[config.mk]
export PLATFORM = sky130hd
export DESIGN_NAME = gise_hakem
export DESIGN_NICKNAME = d
export VERILOG_FILES = /design/src/rtl/gise_hakem.sv
export SDC_FILE = /design/constraint.sdc
export NUM_CORES = 1
export LEC_CHECK = 0
export CORE_UTILIZATION = 42
export DETAILED_ROUTE_END_ITERATION = 7
export PLACE_DENSITY = 0.86
export SLEW_MARGIN = 20
export SYNTH_ARGS = -nofsm -noshare
export SYNTH_HDL_FRONTEND = slang
export SYNTH_SLANG_ARGS = --single-unit
[constraint.sdc]
create_clock -name saat -period 3.3 [get_ports saat]
set_clock_uncertainty 0.15 [all_clocks]
set_input_delay 0.33 -clock saat [delete_from_list [all_inputs] [get_ports saat]]
set_output_delay 0.33 -clock saat [all_outputs]
set_load 0.01 [all_outputs]
[src/rtl/gise_hakem.sv]
// gise_hakem: round-robin scheduler that shares one check-in pipeline
// (identity -> baggage -> payment -> aircraft) between four desks.
//
// Ports:
//   saat, reset          clock (rising edge), synchronous active-high reset
//   istek[3:0]           per-desk request, held until that desk's kabul pulse
//   kimlik_no, uyruk,    per-desk passenger fields, desk i in slice i
//   agirlik, bakiye
//   h_basla              one-cycle start pulse to the pipeline
//   h_kimlik_no, h_uyruk, h_agirlik, h_bakiye
//                        captured operands, stable from grant until idle again
//   h_kalkis, h_k_bakiye pipeline verdict and remaining balance, valid with h_bitti
//   h_bitti              pipeline completion pulse
//   kabul[3:0]           one-hot grant pulse
//   sonuc_gecerli        result-valid pulse
//   sonuc_gise, sonuc_kalkis, sonuc_k_bakiye, zaman_asimi
//                        result fields, held until the next result
//   mesgul               high whenever the scheduler is not idle
module gise_hakem #(
    parameter int BIT   = 6,
    parameter int ZAMAN = 64
) (
    input  logic               saat,
    input  logic               reset,
    input  logic [3:0]         istek,
    input  logic [4*BIT-1:0]   kimlik_no,
    input  logic [3:0]         uyruk,
    input  logic [23:0]        agirlik,
    input  logic [35:0]        bakiye,
    output logic               h_basla,
    output logic [BIT-1:0]     h_kimlik_no,
    output logic               h_uyruk,
    output logic [5:0]         h_agirlik,
    output logic [8:0]         h_bakiye,
    input  logic               h_kalkis,
    input  logic [8:0]         h_k_bakiye,
    input  logic               h_bitti,
    output logic [3:0]         kabul,
    output logic               sonuc_gecerli,
    output logic [1:0]         sonuc_gise,
    output logic               sonuc_kalkis,
    output logic [8:0]         sonuc_k_bakiye,
    output logic               zaman_asimi,
    output logic               mesgul
);

    localparam int CW = $clog2(ZAMAN);

    typedef enum logic [1:0] {BOS, BASLAT, BEKLE, SONUC} durum_t;

    durum_t         durum_q, durum_d;
    logic [1:0]     son_q, son_d;
    logic [3:0]     kabul_q, kabul_d;
    logic [CW-1:0]  sayac_q, sayac_d;
    logic [BIT-1:0] hk_q, hk_d;
    logic           hu_q, hu_d;
    logic [5:0]     ha_q, ha_d;
    logic [8:0]     hb_q, hb_d;
    logic [1:0]     sg_q, sg_d;
    logic           sk_q, sk_d;
    logic [8:0]     skb_q, skb_d;
    logic           za_q, za_d;

    // Round-robin pick: scan son+1, son+2, son+3, son (mod 4).
    logic       secim_var;
    logic [1:0] secim;
    logic [1:0] aday;

    always_comb begin
        secim_var = 1'b0;
        secim     = 2'd0;
        aday      = 2'd0;
        for (int k = 1; k <= 4; k++) begin
            aday = son_q + 2'(k);
            if (!secim_var && istek[aday]) begin
                secim_var = 1'b1;
                secim     = aday;
            end
        end
    end

    always_comb begin
        durum_d = durum_q;
        son_d   = son_q;
        kabul_d = 4'b0000;
        sayac_d = sayac_q;
        hk_d    = hk_q;
        hu_d    = hu_q;
        ha_d    = ha_q;
        hb_d    = hb_q;
        sg_d    = sg_q;
        sk_d    = sk_q;
        skb_d   = skb_q;
        za_d    = za_q;
        case (durum_q)
            BOS: begin
                if (secim_var) begin
                    hk_d    = kimlik_no[int'(secim)*BIT +: BIT];
                    hu_d    = uyruk[secim];
                    ha_d    = agirlik[int'(secim)*6 +: 6];
                    hb_d    = bakiye[int'(secim)*9 +: 9];
                    son_d   = secim;
                    kabul_d = 4'b0001 << secim;
                    durum_d = BASLAT;
                end
            end
            BASLAT: begin
                // A completion pulse seen here belongs to nobody and is dropped.
                sayac_d = '0;
                durum_d = BEKLE;
            end
            BEKLE: begin
                // Completion takes priority over a timeout on the same cycle.
                if (h_bitti) begin
                    sg_d    = son_q;
                    sk_d    = h_kalkis;
                    skb_d   = h_k_bakiye;
                    za_d    = 1'b0;
                    durum_d = SONUC;
                end else if (sayac_q == CW'(ZAMAN - 1)) begin
                    // Timed out: no departure and the passenger is not charged.
                    sg_d    = son_q;
                    sk_d    = 1'b0;
                    skb_d   = hb_q;
                    za_d    = 1'b1;
                    durum_d = SONUC;
                end else begin
                    sayac_d = sayac_q + CW'(1);
                end
            end
            SONUC: begin
                durum_d = BOS;
            end
            default: begin
                durum_d = BOS;
            end
        endcase
    end

    always_ff @(posedge saat) begin
        if (reset) begin
            durum_q <= BOS;
            son_q   <= 2'd3;
            kabul_q <= 4'b0000;
            sayac_q <= '0;
            hk_q    <= '0;
            hu_q    <= 1'b0;
            ha_q    <= '0;
            hb_q    <= '0;
            sg_q    <= '0;
            sk_q    <= 1'b0;
            skb_q   <= '0;
            za_q    <= 1'b0;
        end else begin
            durum_q <= durum_d;
            son_q   <= son_d;
            kabul_q <= kabul_d;
            sayac_q <= sayac_d;
            hk_q    <= hk_d;
            hu_q    <= hu_d;
            ha_q    <= ha_d;
            hb_q    <= hb_d;
            sg_q    <= sg_d;
            sk_q    <= sk_d;
            skb_q   <= skb_d;
            za_q    <= za_d;
        end
    end

    assign h_basla        = (durum_q == BASLAT);
    assign sonuc_gecerli  = (durum_q == SONUC);
    assign mesgul         = (durum_q != BOS);
    assign kabul          = kabul_q;
    assign h_kimlik_no    = hk_q;
    assign h_uyruk        = hu_q;
    assign h_agirlik      = ha_q;
    assign h_bakiye       = hb_q;
    assign sonuc_gise     = sg_q;
    assign sonuc_kalkis   = sk_q;
    assign sonuc_k_bakiye = skb_q;
    assign zaman_asimi    = za_q;

endmodule
==> results.yml <==
status:
  status: "finished clean"
power_and_ir_drop:
  worst_ir_drop_vdd_mv: 0.3640
  cellLeakagePower_uw: 0.001663
  p_per_area_nw_per_um2: 658.7
grt:
  grt_pass1_wl_um: 11540
  grt.total_usage: 0.2279
  grt_overflow_total: 0
  grt_max_degree: 25
  grt_pass1_vias: 2414
  antenna_found_initial: 0
clocking:
  clk_latency_ns: 0.29
  cts_resized: 0
  cts_root_buffer: "clkbuf_8"
  cts_setup_buffers: 0
  ctsHoldBuffers: 0
  numCtsBuffers: 5
  cts_tree: "built"
  htreeDepth: 2
  clockBufferDepth: 2
  clock-sinks: 49
  clk_pin_slew_ns: 0.09
synthesis:
  synth_nets: 381
  ys_warn_count: 0
  seq_area_frac_synth: 0.3679
  yosysTopAreaCell: "dfxtp_1"
  synth_cell_type_count: 40
  synth_area_leaders: "dfxtp_1, mux2i_1, o221ai_2"
  syn_inst: 270
  syn-cell-area_um2: 2666
  synthArstFlopShare: 0
  synth_flop_cell: "dfxtp_1"
  yosys.area.top_type_share: 0.3679
  avgSynthCellArea_um2: 9.875
  synth_edf_count: 0
  synth-seq-cells: 49
finish:
  drive_above_1_share: 0.07805
  final.fill_count: 479
  multi_input_area_um2: 1519
  antenna_cells: 0
  regArea_um2: 980.9
  nets: 520
  area_delta_synth_final_pct: 59.13
  final_cells: 485
die:
  die_h_um: 81.68
  die_area_um2: 6671
  die_width_um: 81.68
  pin_count: 147
  std_cell_rows: 28
  core_area_um2: 6026
  start_util: 0.4425
place:
  port_buffers: 146
  gp_congestion: 0.8037
  dp_hpwl_um: 6086
  placed_cells: 477
route:
  ant_nets: 0
  firstDrtPassIters: 5
  vias: 2627
  drt_iter0_markers: 62
  viasPerCell: 5.416
  wl_per_cell_um: 16.05
  wl_um: 7784
  drc: 0
sta:
  report.final.slew_viol_count: 0
  tns_ns: 0
  worst_slew_pin_slew_ns: 0.7668
  setup_viol_count_final: 0
  worst_hold_slack_ns: 0.3220
  hold_viol_final: 0
  fin_crit_ns: 2.327
  max_slew_margin: 0.4888
  max_freq_ghz: 0.4297
  fin_crit_sh: 0.7052
  grt_setup_unrepaired: "no"
critical_path:
  cp.required_ns: 3.36
  cpLargestDelayFamily: "simple AND/OR/NAND/NOR gates"
  crit_path_top_delay_cell: "and2b_1"
  crit_type: "in2reg"
  critPathMaxStageDelay_ns: 0.65
  worstPathCellList: "clkdlybuf4s50_1, nor4_2, nand2b_1, and2b_1, nand2_1, o221ai_2"
  crit_path_end_kind: "flip-flop"
  arrival_ns: 2.39
  cp_max_fo: 22
  critPathBufInv: 1
  critPathLaunchType: "primary input"
worst_hold_path:
  min_path_type: "reg2reg"
job:
  cap_violations: 0
-- where the power goes --
| group | internal, uW | switching, uW |
|---|---|---|
| registers | 783 | 151 |
| clock network | 247 | 196 |
| logic | 752 | 665 |
-- tightest hold or removal path: stages, from the launching register on --
cell      delay (ns)
dfxtp_1         0.32
nand2b_1        0.06
a21oi_1         0.05
-- cells by family (layout without fill, tap and decap cells) --
logic type                 count (synthesis)  count (layout)  share of synthesized area
and+or+nand+nor                           74              74                     0.1305
adders and majority gates                  6               6                    0.02816
DFF                                       49              49                     0.3679
AOI/OAI and AO/OA                         58              58                     0.1980
buffers and inverters                     27             167                    0.06523
muxes                                     56              56                     0.2102
-- layout by cell type (no fill, tap or decap), drive strengths merged, types with 6 or more instances in the layout --
cell           count
o221ai            23
nand2             28
inv                7
nand2b             7
clkdlybuf4s50    146
a211oi            12
o21ai              6
a21oi              8
mux2i             56
buf                6
clkbuf             7
nor2              22
dfxtp             49
ha                 6
-- metal layers --
metal,share of wire,up-vias,track usage
met5,0,-,0
met3,0.064,8,0.04889
li1,-,1274,-
met4,0.012,0,0.06842
met1,0.40,1231,0.2691
met2,0.53,114,0.4100
-- cell usage after synthesis, drive strengths merged (2+ instances only) --
master and n:
nand4b 2, clkbuf 6, o21ai 6, o221ai 23, nand3 3, nand2 28, inv 7, ha 6
a31oi 3, a21oi 8, nor3 3, buf 14, a211o 3, nor2 22, a211oi 12, mux2i 56
or4 2, nand2b 7, dfxtp 49
-- registers in the layout, indices dropped and copies added (netlist names) --
name            cells
h_bakiye            9
sonuc_kalkis        1
sonuc_gise          2
zaman_asimi         1
h_kimlik_no         6
kabul               4
sonuc_k_bakiye      9
h_agirlik           6
son_q               2
sayac_q             6
durum_q             2
h_uyruk             1
-- cell type report --
type / instances / share of cell area
multi-input combinational: 194 / 0.3580
clock buffer: 7 / 0.02035
clock inverter: 1 / 0.007078
inverter: 7 / 0.006193
timing repair buffer: 152 / 0.3551
sequential: 49 / 0.2312
tap: 75 / 0.02212
-- through the flow --
stage | utilization | total power (uW) | cell area, um2 | setup slack, ns
after floorplan | - | 1757 | 2666 | 1.580
after CTS | 0.7041 | 2809 | 4243 | 1.013
after global placement | 0.6848 | 2328 | 4126 | 0.7938
after detailed placement | 0.6848 | 2359 | 4126 | 0.7116
after global routing | 0.7041 | 2951 | 4243 | 0.8149
final | 0.7041 | 2795 | 4243 | 0.9730
-- path summary, 6_finish.rpt --
check,slack (ns),cells after the start,startpoint,endpoint
min reg2reg,0.32,2,sonuc_kalkis$_SDFFE_PP0P_,sonuc_kalkis$_SDFFE_PP0P_
max,0.97,6,istek[3],h_agirlik[0]$_SDFFE_PP0P_
max reg2reg,1.01,6,durum_q[0]$_SDFFE_PP0P_,sonuc_k_bakiye[7]$_SDFFE_PP0P_
min,0.32,2,sonuc_kalkis$_SDFFE_PP0P_,sonuc_kalkis$_SDFFE_PP0P_
No activity file was read; power rests on OpenSTA's default activity.
